## src/rtl/alignement_marker_lock_lane_rx.sv

```systemverilog
// Per-lane receive alignment-marker lock with BIP3/BIP7 check.
// Blocks pass through with one cycle of latency, flagged when they are an accepted marker.
module alignement_marker_lock_lane_rx #(
    parameter int          HEAD_W   = 2,
    parameter int          DATA_W   = 64,
    parameter logic [63:0] LANE_ENC = 64'h00b8896f00477690,
    parameter int          AM_GAP   = 16384,
    parameter int          INV_MAX  = 4,
    parameter int          ERR_W    = 16,
    localparam int         BLOCK_W  = HEAD_W + DATA_W
) (
    input  logic               clk,
    input  logic               nreset,
    input  logic               block_lock,
    input  logic               data_v_i,
    input  logic [BLOCK_W-1:0] data_i,
    output logic               data_v_o,
    output logic [BLOCK_W-1:0] data_o,
    output logic               am_v_o,
    output logic               am_lock_o,
    output logic               bip_err_o,
    output logic [ERR_W-1:0]   bip_err_cnt_o
);
    localparam int CNT_W = $clog2(AM_GAP);
    localparam int INV_W = $clog2(INV_MAX + 1);

    typedef enum logic [1:0] {FIND, VERIFY, LOCKED} state_t;

    state_t             state_q, state_d;
    logic [CNT_W-1:0]   cnt_q, cnt_d;
    logic [INV_W-1:0]   inv_q, inv_d;
    logic [7:0]         acc_q, acc_d;
    logic [ERR_W-1:0]   err_cnt_q, err_cnt_d;
    logic               data_v_q, am_v_q, bip_err_q;
    logic [BLOCK_W-1:0] data_q;

    logic       match, at_pos, am_hit, bip_bad;
    logic [7:0] bip_blk, rx_bip3, rx_bip7;

    // Payload byte i sits at data_i[8i+9:8i+2]; bytes 3 and 7 carry BIP3/BIP7.
    assign match = (data_i[1:0] == 2'b10)
                && (data_i[9:2]   == LANE_ENC[7:0])
                && (data_i[17:10] == LANE_ENC[15:8])
                && (data_i[25:18] == LANE_ENC[23:16])
                && (data_i[41:34] == LANE_ENC[39:32])
                && (data_i[49:42] == LANE_ENC[47:40])
                && (data_i[57:50] == LANE_ENC[55:48]);
    assign rx_bip3 = data_i[33:26];
    assign rx_bip7 = data_i[65:58];
    assign at_pos  = (cnt_q == CNT_W'(AM_GAP - 1));

    // BIP bit gi covers bit gi of every payload byte; the two header bits fold into bits 3 and 4.
    genvar gi, gk;
    generate
        for (gi = 0; gi < 8; gi++) begin : g_bip
            logic [7:0] taps;
            for (gk = 0; gk < 8; gk++) begin : g_tap
                assign taps[gk] = data_i[gi + 2 + 8*gk];
            end
            if (gi == 3) begin : g_h0
                assign bip_blk[gi] = (^taps) ^ data_i[0];
            end else if (gi == 4) begin : g_h1
                assign bip_blk[gi] = (^taps) ^ data_i[1];
            end else begin : g_plain
                assign bip_blk[gi] = ^taps;
            end
        end
    endgenerate

    always_comb begin
        state_d = state_q;
        cnt_d   = cnt_q;
        inv_d   = inv_q;
        acc_d   = acc_q;
        am_hit  = 1'b0;
        if (!block_lock) begin
            state_d = FIND;
            cnt_d   = '0;
            inv_d   = '0;
        end else if (data_v_i) begin
            if (state_q == FIND) begin
                if (match) begin
                    state_d = VERIFY;
                    cnt_d   = '0;
                    inv_d   = '0;
                    acc_d   = '0;
                end
            end else if (at_pos) begin
                cnt_d = '0;
                acc_d = '0;
                if (match) begin
                    am_hit  = 1'b1;
                    state_d = LOCKED;
                    inv_d   = '0;
                end else if (state_q == VERIFY) begin
                    state_d = FIND;
                end else if (inv_q == INV_W'(INV_MAX - 1)) begin
                    state_d = FIND;
                    inv_d   = '0;
                end else begin
                    inv_d = inv_q + INV_W'(1);
                end
            end else begin
                cnt_d = cnt_q + CNT_W'(1);
                acc_d = acc_q ^ bip_blk;
            end
        end
    end

    assign bip_bad   = am_hit && ((rx_bip3 != acc_q) || (rx_bip7 != ~acc_q));
    assign err_cnt_d = (bip_bad && !(&err_cnt_q)) ? err_cnt_q + ERR_W'(1) : err_cnt_q;

    always_ff @(posedge clk or negedge nreset) begin
        if (!nreset) begin
            state_q   <= FIND;
            cnt_q     <= '0;
            inv_q     <= '0;
            acc_q     <= '0;
            err_cnt_q <= '0;
            data_v_q  <= 1'b0;
            data_q    <= '0;
            am_v_q    <= 1'b0;
            bip_err_q <= 1'b0;
        end else begin
            state_q   <= state_d;
            cnt_q     <= cnt_d;
            inv_q     <= inv_d;
            acc_q     <= acc_d;
            err_cnt_q <= err_cnt_d;
            data_v_q  <= data_v_i;
            am_v_q    <= am_hit;
            bip_err_q <= bip_bad;
            if (data_v_i) begin
                data_q <= data_i;
            end
        end
    end

    assign data_v_o      = data_v_q;
    assign data_o        = data_q;
    assign am_v_o        = am_v_q;
    assign bip_err_o     = bip_err_q;
    assign bip_err_cnt_o = err_cnt_q;
    assign am_lock_o     = (state_q == LOCKED);

endmodule

```

## config.mk

```make
export PLATFORM = sky130hd
export DESIGN_NAME = alignement_marker_lock_lane_rx
export DESIGN_NICKNAME = d
export VERILOG_FILES = /design/src/rtl/alignement_marker_lock_lane_rx.sv
export SDC_FILE = /design/constraint.sdc
export NUM_CORES = 1
export LEC_CHECK = 0
export CORE_ASPECT_RATIO = 2
export CORE_MARGIN = 4
export CORE_UTILIZATION = 52
export DETAILED_ROUTE_END_ITERATION = 8
export GPL_TIMING_DRIVEN = 0
export MAX_ROUTING_LAYER = met4
export PLACE_DENSITY = 0.89
export SYNTH_ARGS = -nofsm -noshare
export SYNTH_HDL_FRONTEND = slang
export SYNTH_SLANG_ARGS = --single-unit
```

## constraint.sdc

```tcl
create_clock -name clk -period 3.5 [get_ports clk]
set_clock_uncertainty 0.1 [all_clocks]
set_input_delay 0.35 -clock clk [delete_from_list [all_inputs] [get_ports clk]]
set_output_delay 0.35 -clock clk [all_outputs]
set_load 0.02 [all_outputs]
```

==> results by group <==
Global routing
  – Grt met1 use: 0.275
  – Largest net degree at the start of global routing: 61
  – Initial antenna violation count: 0
  – GRT overflow: 0
  – Grt peak-use layer: met2
  – First-pass GRT wire length: 25400 um
  – Global Route met3 Usage: 0.0406
  – Gr usage total: 0.271
  – Vias in the first global route: slightly above 5000
  – M2 GR Usage: 0.482

Floorplanning
  – Die area: between 10000 and 15000 um2
  – Initial core utilization: 0.535
  – Die height: between 150 and 200 um
  – # IOs: 156
  – Row count: 53
  – CORE AREA: 10500 um2
  – Die W: approximately 82 um

Layout
  – Reg area: roughly 2800 um2
  – Area Growth Syn to Fin: 36.3%
  – Fill cells: roughly 700
  – Ant. Diodes: 0
  – Layout cells sized above 1: 0.155
  – Most common cell after layout, fill and taps aside: clkdlybuf4s50_1
  – Area occupied by multi-input gates: 2730 um2
  – Most frequent cells in the layout: 154 x clkdlybuf4s50_1, 112 x dfrtp_1, 68 x xnor2_1, 66 x mux2_2, 34 x nand2_1
  – Post-route design area: 7680 um2
  – Net count, final: roughly 730

Setup path
  – RR Endpoint: bip_err_cnt_o[1]
  – WS Path Type: in2reg
  – Startpoint types: primary input
  – Reg-to-reg slack, setup: ~0.75 ns
  – CP endpoint kind: register
  – Crit-path leading delay family: simple AND/OR/NAND/NOR gates
  – Worst-path cell chain: clkdlybuf4s50_1 > nor4b_1 > nand4_1 > nor4_4 > a31oi_1 > clkbuf_1 > a21oi_1 > o21ai_0
  – Cells on worst reg2reg path: 7
  – CP peak stage delay: around 0.54 ns
  – Crit path max fanout: 10
  – WP data arrival: 3.03 ns
  – CP max stage cell: clkdlybuf4s50_1
  – R2R Path Start: cnt_q[0]
  – Worst path bufs/invs: 2
  – CP Data Required Time: 3.63 ns

Power and ir drop
  – Tot Pwr: 0.00320 W
  – Leakage power: about 3.1 nW
  – Worst ir drop on vdd: about 0.00032 V
  – P per Cell Area: 416 nW/um2

Detailed routing
  – Drt wl/cell: 20.1 um
  – # DRC: 0
  – DRT iter0 DRCs: between 200 and 300
  – Final WL: 16000 um
  – Vias: about 4700
  – Antenna Nets Post-Route: 0
  – Avg Vias per Cell: 5.88
  – First-pass DRT Iterations: 7

Synth
  – Seq/Total Area, Yosys: 0.497
  – Synth Cell Area: 5640 um2
  – Primary FF master, synth: dfrtp_1
  – Adder-cell share of the synthesized area: 0.00666
  – Post-synthesis mux area share: 0.141
  – Share of the synthesized area in the top cell type: 0.497
  – Yosys reg bits: roughly 110
  – Avg Cell Area, Syn: 11.6 um2
  – Post-Syn Nets: 558
  – Main combinational cell family by area after synthesis: simple AND/OR/NAND/NOR gates
  – Netlist cell types: 59
  – Synth Area in Simple Gates: 0.173
  – Synth Instances: 485
  – Synth Area in XOR/XNOR: 0.113
  – Synth area leader: dfrtp_1
  – Ys Warns: 0
  – Ranking of synthesized cells by area: dfrtp_1 50%, mux2_2 13%, xnor2_1 11%
  – Share of async-settable or async-resettable flops after synthesis: 1.00
  – EDFF count, synth: 0
  – Compound-Gate Fraction of Synth Area: 0.0499

Timing
  – Final slew viol count: 0
  – Final period util: 0.826
  – Final Hold Viols: 0
  – RSZ-0062 raised after global routing: no
  – Highest clock rate: ~0.35 GHz
  – # setup viols final: 0
  – Setup TNS Final: 0 ns
  – Hold slack: approximately 0.4 ns
  – Worst-margin pin slew: roughly 0.79 ns
  – Slew margin rel.: 0.471
  – Min cycle time layout: 2.89 ns

Hold path
  – Worst hold path class: reg2reg
  – Hold EP: inv_q[2]
  – Hold depth: 1
  – Hold Crit Start: inv_q[2]

Clock tree
  – # hold bufs at CTS: 1
  – CTS buffer count: 9
  – Max clock buf depth: 2
  – Clock-pin slew on the worst setup and hold paths: 0.07 ns
  – Post-CTS sizing: 0
  – TritonCTS clock tree: built
  – CTS root buf: clkbuf_16
  – CTS H-Tree Depth: 3
  – Skew-Pair Late Insertion Delay: around 0.35 ns
  – Sinks on Clock Net: roughly 110
  – Post CTS Setup Buffer Count: 0

Place
  – Number of port buffers: between 150 and 200
  – Dpl cell area: ~7400 um2
  – Routability Congestion: 0.892
  – Post-DP HPWL: roughly 13000 um

Run status
  – Outcome: complete, no violations

Job
  – MaxCap Viol Count: 0
-- registers in the layout, indices dropped and copies added, names as in the netlist --
name / cells
inv_q: 3
data_o: 66
bip_err_o: 1
data_v_o: 1
cnt_q: 14
state_q: 2
am_v_o: 1
acc_q: 8
bip_err_cnt_o: 16
-- power breakdown --
group | switching, W | total [W] | leakage (nW) | internal (W)
combinational | 0.000348 | 0.000724 | 1.59 | 0.000376
sequential | 0.0000681 | 0.00146 | 1.41 | 0.00139
clock | 0.000503 | 0.00102 | 0.144 | 0.000514
-- cell usage after synthesis (3+ instances only) --
cell type and count:
or3_1 3, a31oi_1 7, mux2_2 66, inv_1 5, clkbuf_1 5, dfrtp_1 112
nand3_1 20, nor3b_1 9, nor4_1 6, a21boi_1 3, nand4_1 16, and3b_1 8
nor3_1 12, xor2_1 5, xnor2_1 68, nand2_1 34, and3_1 6, buf_1 7
o21ai_0 13, and4b_1 4, o22ai_1 4, ha_1 3, o211ai_1 3, buf_2 4
o31ai_1 4, or4_1 3, nor2_1 13
-- how the worst max path moves through the flow --
stage | cells after the start | from | endpoint | slack (ns)
after floorplan | 7 | cnt_q[0] | bip_err_cnt_o[1] | 1.31
after global routing | 8 | data_i[21] | state_q[0] | 0.53
after global placement | 1 | nreset | data_o[44] | -2.15
after CTS | 8 | data_i[20] | state_q[0] | 0.67
final | 8 | data_i[20] | state_q[0] | 0.61
after detailed placement | 9 | data_i[20] | cnt_q[10] | 0.38
-- area by class of cell --
cell class	instances	share of cell area
Clock inverter	6	0.00635
Buffer	19	0.0116
Tap cell	137	0.0223
Inverter	5	0.00244
Timing Repair Buffer	157	0.206
Clock buffer	10	0.0311
Multi-Input combinational cell	349	0.355
Sequential cell	112	0.365
-- metrics by stage --
stage | instances | setup slack, ns | util
floorplan | 485 | 1.31 | -
global placement | 777 | -2.15 | 0.698
detailed placement | 778 | 0.385 | 0.700
CTS | 795 | 0.667 | 0.729
global route | 795 | 0.533 | 0.729
finish | 795 | 0.608 | 0.729
-- routing by layer --
layer / vias up / part of all wire
met5: - / 0
met4: 0 / 0.058
met3: 60 / 0.050
met2: 219 / 0.56
met1: 2308 / 0.33
li1: 2090 / -
-- cell families after synthesis --
kind of cell / Yosys count
simple gates: 159
mux: 70
xor+xnor: 73
flops: 112
compound gates: 44
fa+ha+maj: 3
buf+inv: 24
Power figures use the tool's default switching activity.
